$ cat src/rtl/jellyvl_stream_rr_arbiter.sv
// Round-robin packet arbiter: N valid/ready requesters share one registered output stream.
// A grant is held until the granted requester's last beat is accepted.
module jellyvl_stream_rr_arbiter #(
   parameter int unsigned N         = 4,
   parameter int unsigned DATA_BITS = 8,
   parameter int unsigned ID_BITS   = (N > 1) ? $clog2(N) : 1
) (
   input  logic                   clk,
   input  logic                   reset,
   input  logic                   cke,

   input  logic [N*DATA_BITS-1:0] s_data,
   input  logic [N-1:0]           s_last,
   input  logic [N-1:0]           s_valid,
   output logic [N-1:0]           s_ready,

   output logic [DATA_BITS-1:0]   m_data,
   output logic                   m_last,
   output logic [ID_BITS-1:0]     m_id,
   output logic                   m_valid,
   input  logic                   m_ready
);

   typedef enum logic [0:0] {StIdle, StBusy} state_t;

   state_t               state_q, state_d;
   logic [ID_BITS-1:0]   grant_q, grant_d;
   logic [ID_BITS-1:0]   prev_q, prev_d;
   logic [DATA_BITS-1:0] m_data_q, m_data_d;
   logic                 m_last_q, m_last_d;
   logic [ID_BITS-1:0]   m_id_q, m_id_d;
   logic                 m_valid_q, m_valid_d;

   logic [DATA_BITS-1:0] s_data_lane [N];
   logic                 out_free;
   logic                 s_xfer;
   logic                 search_found;
   logic [ID_BITS-1:0]   search_idx;

   for (genvar i = 0; i < N; i++) begin : g_lane
      assign s_data_lane[i] = s_data[i*DATA_BITS +: DATA_BITS];
   end

   // Output register can take a beat when empty or being drained this cycle.
   assign out_free = !m_valid_q || m_ready;

   always_comb begin
      s_ready = '0;
      if (state_q == StBusy && cke && out_free) begin
         s_ready[grant_q] = 1'b1;
      end
   end

   assign s_xfer = s_valid[grant_q] && s_ready[grant_q];

   // Rotating priority search starting just after the last granted requester.
   always_comb begin
      int unsigned        idx_wide;
      logic [ID_BITS-1:0] idx;
      search_found = 1'b0;
      search_idx   = '0;
      idx_wide     = 0;
      idx          = '0;
      for (int unsigned k = 1; k <= N; k++) begin
         idx_wide = (32'(prev_q) + k) % N;
         idx      = ID_BITS'(idx_wide);
         if (!search_found && s_valid[idx]) begin
            search_found = 1'b1;
            search_idx   = idx;
         end
      end
   end

   always_comb begin
      state_d   = state_q;
      grant_d   = grant_q;
      prev_d    = prev_q;
      m_data_d  = m_data_q;
      m_last_d  = m_last_q;
      m_id_d    = m_id_q;
      m_valid_d = m_valid_q;

      if (cke) begin
         case (state_q)
            StIdle: begin
               if (search_found) begin
                  grant_d = search_idx;
                  prev_d  = search_idx;
                  state_d = StBusy;
               end
            end
            StBusy: begin
               if (s_xfer && s_last[grant_q]) begin
                  state_d = StIdle;
               end
            end
            default: state_d = StIdle;
         endcase

         if (s_xfer) begin
            m_data_d  = s_data_lane[grant_q];
            m_last_d  = s_last[grant_q];
            m_id_d    = grant_q;
            m_valid_d = 1'b1;
         end else if (m_ready) begin
            m_valid_d = 1'b0;
         end
      end
   end

   always_ff @(posedge clk) begin
      if (reset) begin
         state_q   <= StIdle;
         grant_q   <= '0;
         prev_q    <= ID_BITS'(N - 1);
         m_data_q  <= '0;
         m_last_q  <= 1'b0;
         m_id_q    <= '0;
         m_valid_q <= 1'b0;
      end else begin
         state_q   <= state_d;
         grant_q   <= grant_d;
         prev_q    <= prev_d;
         m_data_q  <= m_data_d;
         m_last_q  <= m_last_d;
         m_id_q    <= m_id_d;
         m_valid_q <= m_valid_d;
      end
   end

   assign m_data  = m_data_q;
   assign m_last  = m_last_q;
   assign m_id    = m_id_q;
   assign m_valid = m_valid_q;

   always_ff @(posedge clk) begin
      if (!reset) begin
         assert ($onehot0(s_ready));
      end
   end

endmodule
$ cat config.mk
export PLATFORM = sky130hd
export DESIGN_NAME = jellyvl_stream_rr_arbiter
export DESIGN_NICKNAME = d
export VERILOG_FILES = /design/src/rtl/jellyvl_stream_rr_arbiter.sv
export SDC_FILE = /design/constraint.sdc
export NUM_CORES = 1
export LEC_CHECK = 0
export ABC_AREA = 1
export CAP_MARGIN = 10
export CORE_MARGIN = 4
export CORE_UTILIZATION = 37
export CTS_CLUSTER_SIZE = 25
export DETAILED_ROUTE_END_ITERATION = 7
export PLACE_DENSITY = 0.76
export SYNTH_ARGS = -nofsm -noshare
export SYNTH_HDL_FRONTEND = slang
export SYNTH_SLANG_ARGS = --single-unit
$ cat constraint.sdc
create_clock -name clk -period 1.2 [get_ports clk]
set_input_delay 0.18 -clock clk [delete_from_list [all_inputs] [get_ports clk]]
set_output_delay 0.18 -clock clk [all_outputs]
set_load 0.02 [all_outputs]
=== Yosys cells after proc, flatten, opt, wreduce, memory -nomap -nowiden ===
Index checks and enable logic that the tools add are counted.

* Register bits: 17
* Bits of input ports: 44
* Output and inout port bits: 16
* Word-level logic and storage cells: 70

* Add/subtract/negate cells: 4
* $lt $le $gt $ge: 7
* Multiplexer cells: 33
* Bitwise gates (word level): 2
* Reductions and logical operators: 17

{| class="wikitable"
|+ Operators by type and width
! kind !! count
|-
| $bmux 8 s2 || 1
|-
| $mux 1 || 16
|-
| $mux 8 || 2
|-
| $lt 2x3->1 const B || 5
|-
| $bmux 1 s2 || 7
|-
| $logic_and 1x1->1 || 8
|-
| $mux 2 || 4
|-
| $add 2x1->2 const B || 2
|-
| $add 2x2->2 const B || 2
|-
| $logic_not 1->1 || 4
|-
| $mux 4 || 1
|-
| $reduce_and 2->1 || 2
|-
| $ge 3x3->1 const B || 1
|-
| $not 2->3 || 1
|-
| $reduce_and 3->1 || 1
|-
| $demux 1 s2 || 1
|-
| $ge 2x1->1 const B || 1
|-
| $pmux 1 s2 || 1
|-
| $reduce_bool 2->1 || 1
|-
| $logic_or 1x1->1 || 1
|-
| $not 1->1 || 1
|}

=== Longest topological paths before layout ===
* Depth in word-level cells: 15
* Mapped depth: 12
* Gate-level depth less buffers: 11

=== Worst setup path before layout ===
OpenSTA, ideal clock, no wires.

* Path kind: register -> register
* From: register prev_q[0]
* To: register prev_q[1]
* Setup time: 133 ps
* Data arrival time: 1220 ps
* Data required time: 1067 ps
* Path slack: -153 ps
* Cell stages (with the launch flop): 13
* Clock period less this slack: 1353 ps
* Path through: dfxtp_1 -> buf_6 -> inv_4 -> nand2_1 -> nand2_1 -> nand2_1 -> nand2_2 -> nor2_4 -> nand3_2 -> nand2_4 -> inv_2 -> nand2_1 -> o211ai_1

* Word-level cells in the longest chain between the ends: 14
* Elaborated cells between the ends (all ways): 27
* Classes of those cells: add/sub (4); mux (16); reduce/logical (7)

{| class="wikitable"
|+ RTL lines
! element !! line !! RTL
|-
| from (decl) || 28 || <nowiki>logic [ID_BITS-1:0] prev_q, prev_d;</nowiki>
|-
| from (signal assigned) || 115 || <nowiki>prev_q <= ID_BITS'(N - 1);</nowiki>
|-
| from (signal assigned) || 123 || <nowiki>prev_q <= prev_d;</nowiki>
|-
| $add 2x1->2 || 65 || <nowiki>idx_wide = (32'(prev_q) + k) % N;</nowiki>
|-
| $bmux 1 s2 || 67 || <nowiki>if (!search_found && s_valid[idx]) begin</nowiki>
|-
| $mux 1 (not written as such) || 67 ||
|-
| $mux 1 || 67 ||
|-
| $logic_not 1->1 || 67 ||
|-
| $logic_and 1x1->1 || 67 ||
|-
| $mux 1 || 67 ||
|-
| $logic_not 1->1 || 67 ||
|-
| $logic_and 1x1->1 || 67 ||
|-
| $mux 1 || 67 ||
|-
| $logic_not 1->1 || 67 ||
|-
| $logic_and 1x1->1 || 67 ||
|-
| $mux 1 || 67 ||
|-
| $reduce_and 3->1 (no line) || -- ||
|}

Parallel ways exist; a longest one is shown, timed or not. The select of a mux whose other input is x is not followed.
A chain may end at the register's enable or synchronous reset.

=== Final worst setup path ===
* From: register grant_q[0]
* To: register m_data_q[2], in the netlist m_data[2]

* Word-level cells in the longest chain between the ends: 9
* Elaborated cells between the ends (all ways): 16
* Classes of those cells: order compare (2); mux (10); bitwise (1); reduce/logical (3)

{| class="wikitable"
|+ RTL lines
! element !! line !! RTL
|-
| from (decl) || 27 || <nowiki>logic [ID_BITS-1:0] grant_q, grant_d;</nowiki>
|-
| from (signal assigned) || 122 || <nowiki>grant_q <= grant_d;</nowiki>
|-
| $lt 2x3->1 (not written as such) / $ge 2x1->1 (equally long branches) || 50 || <nowiki>s_ready[grant_q] = 1'b1;</nowiki>
|-
| $logic_and 1x1->1 (not written as such) || 50 ||
|-
| $mux 1 (not written as such) || 50 ||
|-
| $demux 1 s2 || 50 ||
|-
| $mux 4 || 49 || <nowiki>if (state_q == StBusy && cke && out_free) begin</nowiki>
|-
| $bmux 1 s2 || 54 || <nowiki>assign s_xfer = s_valid[grant_q] && s_ready[grant_q];</nowiki>
|-
| $mux 1 (not written as such) || 54 ||
|-
| $logic_and 1x1->1 || 54 ||
|-
| $reduce_and 2->1 (no line) || -- ||
|-
| to (signal assigned) || 124 || <nowiki>m_data_q <= m_data_d;</nowiki>
|-
| to (decl) || 29 || <nowiki>logic [DATA_BITS-1:0] m_data_q, m_data_d;</nowiki>
|}

Parallel ways exist; a longest one is shown, timed or not. The select of a mux whose other input is x is not followed.

==> impl_metrics.py <==
metrics = {
    "run_status": {
        "outcome": "complete, but fails checks",
        "violations": "negative setup slack",
    },
    "clocking": {
        "cts.root.buffer_cell": "clkbuf_4",
        "clockBufferDepth": 2,
        "cts.sinks": 17,
        "htree_levels": 1,
        "postCtsHoldBufs": 0,
        "cts_tree": "yes",
        "insertion_delay_ps": 290,
        "clk_pin_slew_ps": 110,
        "cts_buffers": 3,
    },
    "critical_path": {
        "worstPathRequired_ps": 1390,
        "cp_top_family": "compound AO/OA/AOI/OAI gates",
        "critPathBufInv": 2,
        "crit_slowest_cell": "dfxtp_4",
        "cp_max_fo": 6,
        "critPathArrivalTime_ps": 1660,
        "worst-setup-path-type": "flop to flop",
        "cp-start-kind": "flop",
        "max_stage_delay_ps": 410,
        "end_kind": "flop",
        "cp_common_cell": "buf_4",
        "path_cells": "buf_4 -> buf_4 -> nand3_1 -> o21ai_0 -> a221oi_1 -> a21oi_2",
    },
    "job": {
        "cap_violations": 0,
    },
    "synth": {
        "ys_warn_count": 0,
        "seq_area_frac_synth_pct": 26.5,
        "synth_fp_nets": 227,
        "ys_ff_latch": 17,
        "avgSynthCellArea_um2": 7.03,
        "syn_area_mm2": 0.00129,
        "synth_cell_types": 27,
        "syn_inst": 183,
    },
    "layout": {
        "nets": 315,
        "seq_area_um2": 358,
        "multi_input_area_um2": 976,
        "fillCellCount": 251,
        "n_antenna_cell": 0,
        "layout_commonest_cell": "clkdlybuf4s50_1",
        "final_core_util_pct": 73.0,
        "final_cell_mix": "clkdlybuf4s50_1 (41), nand2_1 (23), buf_4 (20)",
        "area_growth_syn_to_layout_pct": 89.3,
        "drive_gt1_share_pct": 45.9,
    },
    "route": {
        "totalWireLength_um": 4530,
        "wire_per_inst_um": 14.3,
        "drc": 0,
        "vias": 1595,
        "first_pass_iters": 4,
        "dr.first_iter.drc_count": 69,
        "vias_per_cell": 5.05,
        "postRouteAntennaNets": 0,
    },
    "global_routing": {
        "antenna_found_initial": 0,
        "gr-total-overflow": 0,
        "grt_pass1_vias": 1387,
        "grt_pass1_wl_um": 6310,
        "grtUsageMet3_pct": 2.36,
        "grt_util_all_layers_pct": 18.2,
        "gr-usage-met2_pct": 30.2,
        "met1_usage_pct": 24.3,
        "grt_busiest_layer": "met2",
        "grt_max_degree": 11,
    },
    "power_and_ir_drop": {
        "pwr-share-comb_pct": 60.5,
        "p_int_uw": 1530,
        "finalPower_uw": 2700,
        "switchingPower_uw": 1170,
        "total_leakage_power_uw": 0.00108,
        "swShare_pct": 43.2,
        "ir_drop_mv": 0.539,
        "seqPwrFrac_pct": 27.5,
        "power-per-cell-area_mw_per_mm2": 1110,
        "p_clk_share_pct": 12.0,
    },
    "placed_design": {
        "port_buffers": 59,
        "dp_hpwl_um": 3080,
        "gp_congestion": 0.932,
        "pre_cts_ws_ps": -713,
    },
    "sta": {
        "worst-slew-pin-transition_ps": 381,
        "setup_viol": 21,
        "max_freq_ghz": 0.680,
        "layout_setup_ws_ps": -271,
        "slew_headroom_pct": 74.6,
        "min_period_over_period_pct": 123,
        "min_period_ps": 1470,
        "hold_viol_final": 0,
        "final_max_slew_viol_count": 0,
        "rsz0062_at_grt": "true",
        "clock_skew_ps": 3.96,
    },
    "die": {
        "core_area_mm2": 0.00334,
        "die_h_um": 67.0,
        "top_level_ports": 60,
        "row_count": 21,
        "fp.dieArea_mm2": 0.00448,
        "start_util_pct": 38.5,
        "die_w_um": 67.0,
    },
    "min_path": {
        "holdCritPathClass": "input port to flop",
    },
}
## cell families after synthesis
kind of cell	after synthesis	share of synthesized area [%]
AND/OR/NAND/NOR	80	29.7
flip-flops	17	26.5
buffers and inverters	34	14.0
AO/OA/AOI/OAI	52	29.9
## path summary, 6_finish.rpt
| check | slack (ps) | cells after the start | start | end |
|---|---|---|---|---|
| hold reg to reg | 490 | 2 | m_last | m_last |
| setup reg to reg | -270 | 6 | grant_q[0] | m_data[2] |
| setup / recovery | -270 | 6 | grant_q[0] | m_data[2] |
| hold / removal | 420 | 4 | m_ready | m_valid |
## Yosys cell counts, drive strengths merged
master / n / area share (%)
nand2: 49 / 16
nor2: 14 / 5.6
a221oi: 8 / 5.4
nand4: 2 / 0.97
o21ai: 22 / 11
a21oi: 17 / 10
o22ai: 2 / 0.97
a21boi: 1 / 0.58
nand3: 15 / 6.6
dfxtp: 17 / 26
clkbuf: 2 / 0.58
buf: 6 / 5.4
inv: 26 / 8.0
o211ai: 2 / 1.6
## per-layer routing
layer	share of wire [%]	up-vias
met5	0	-
met4	0.82	0
met3	5.8	4
met2	52	64
met1	42	738
li1	-	789
## timing repair
item,CTS,global route
setup endpoints to repair,33,31
gates resized for setup,74,50
pin swaps,18,18
setup buffers,5,3
cloned,1,0
## power by group through the flow
stage               registers [uW]  logic [uW]  clock network [uW]
finish                         743        1630                 323
global route                   751        1760                 344
CTS                            720        1470                 323
detailed placement             726        1300                   0
global placement               725        1290                   0
floorplan                      735         779                   0
## through the flow
step / instances / hold slack (ps) / setup TNS (ps) / cell area [um^2]
finish: 316 / 422 / -4230 / 2430
global route: 316 / 464 / -5510 / 2430
CTS: 315 / 367 / -3360 / 2300
detailed placement: 305 / 470 / -10330 / 2120
global placement: 305 / 466 / -10150 / 2120
floorplan: 183 / 239 / -1300 / 1330
## area by class of cell
class / count / area share (%)
inverters: 26 / 4.83
clock inverters: 1 / 0.206
flip-flops and latches: 17 / 14.7
multi-input cells: 132 / 40.1
well taps: 46 / 2.36
clock buffers: 3 / 0.925
repair buffers: 91 / 36.9
## state kept, by name, indices dropped and copies added (netlist names)
name / cells
m_last: 1
prev_q: 2
m_data: 8
state_q: 1
grant_q: 2
m_id: 2
m_valid: 1
## worst min-delay path, cell delays in order
cell           delay [ps]
dlygate4sd2_1         190
inv_1                  50
o21ai_0               200
a21oi_2                60
(Power assumes the default switching activity.)
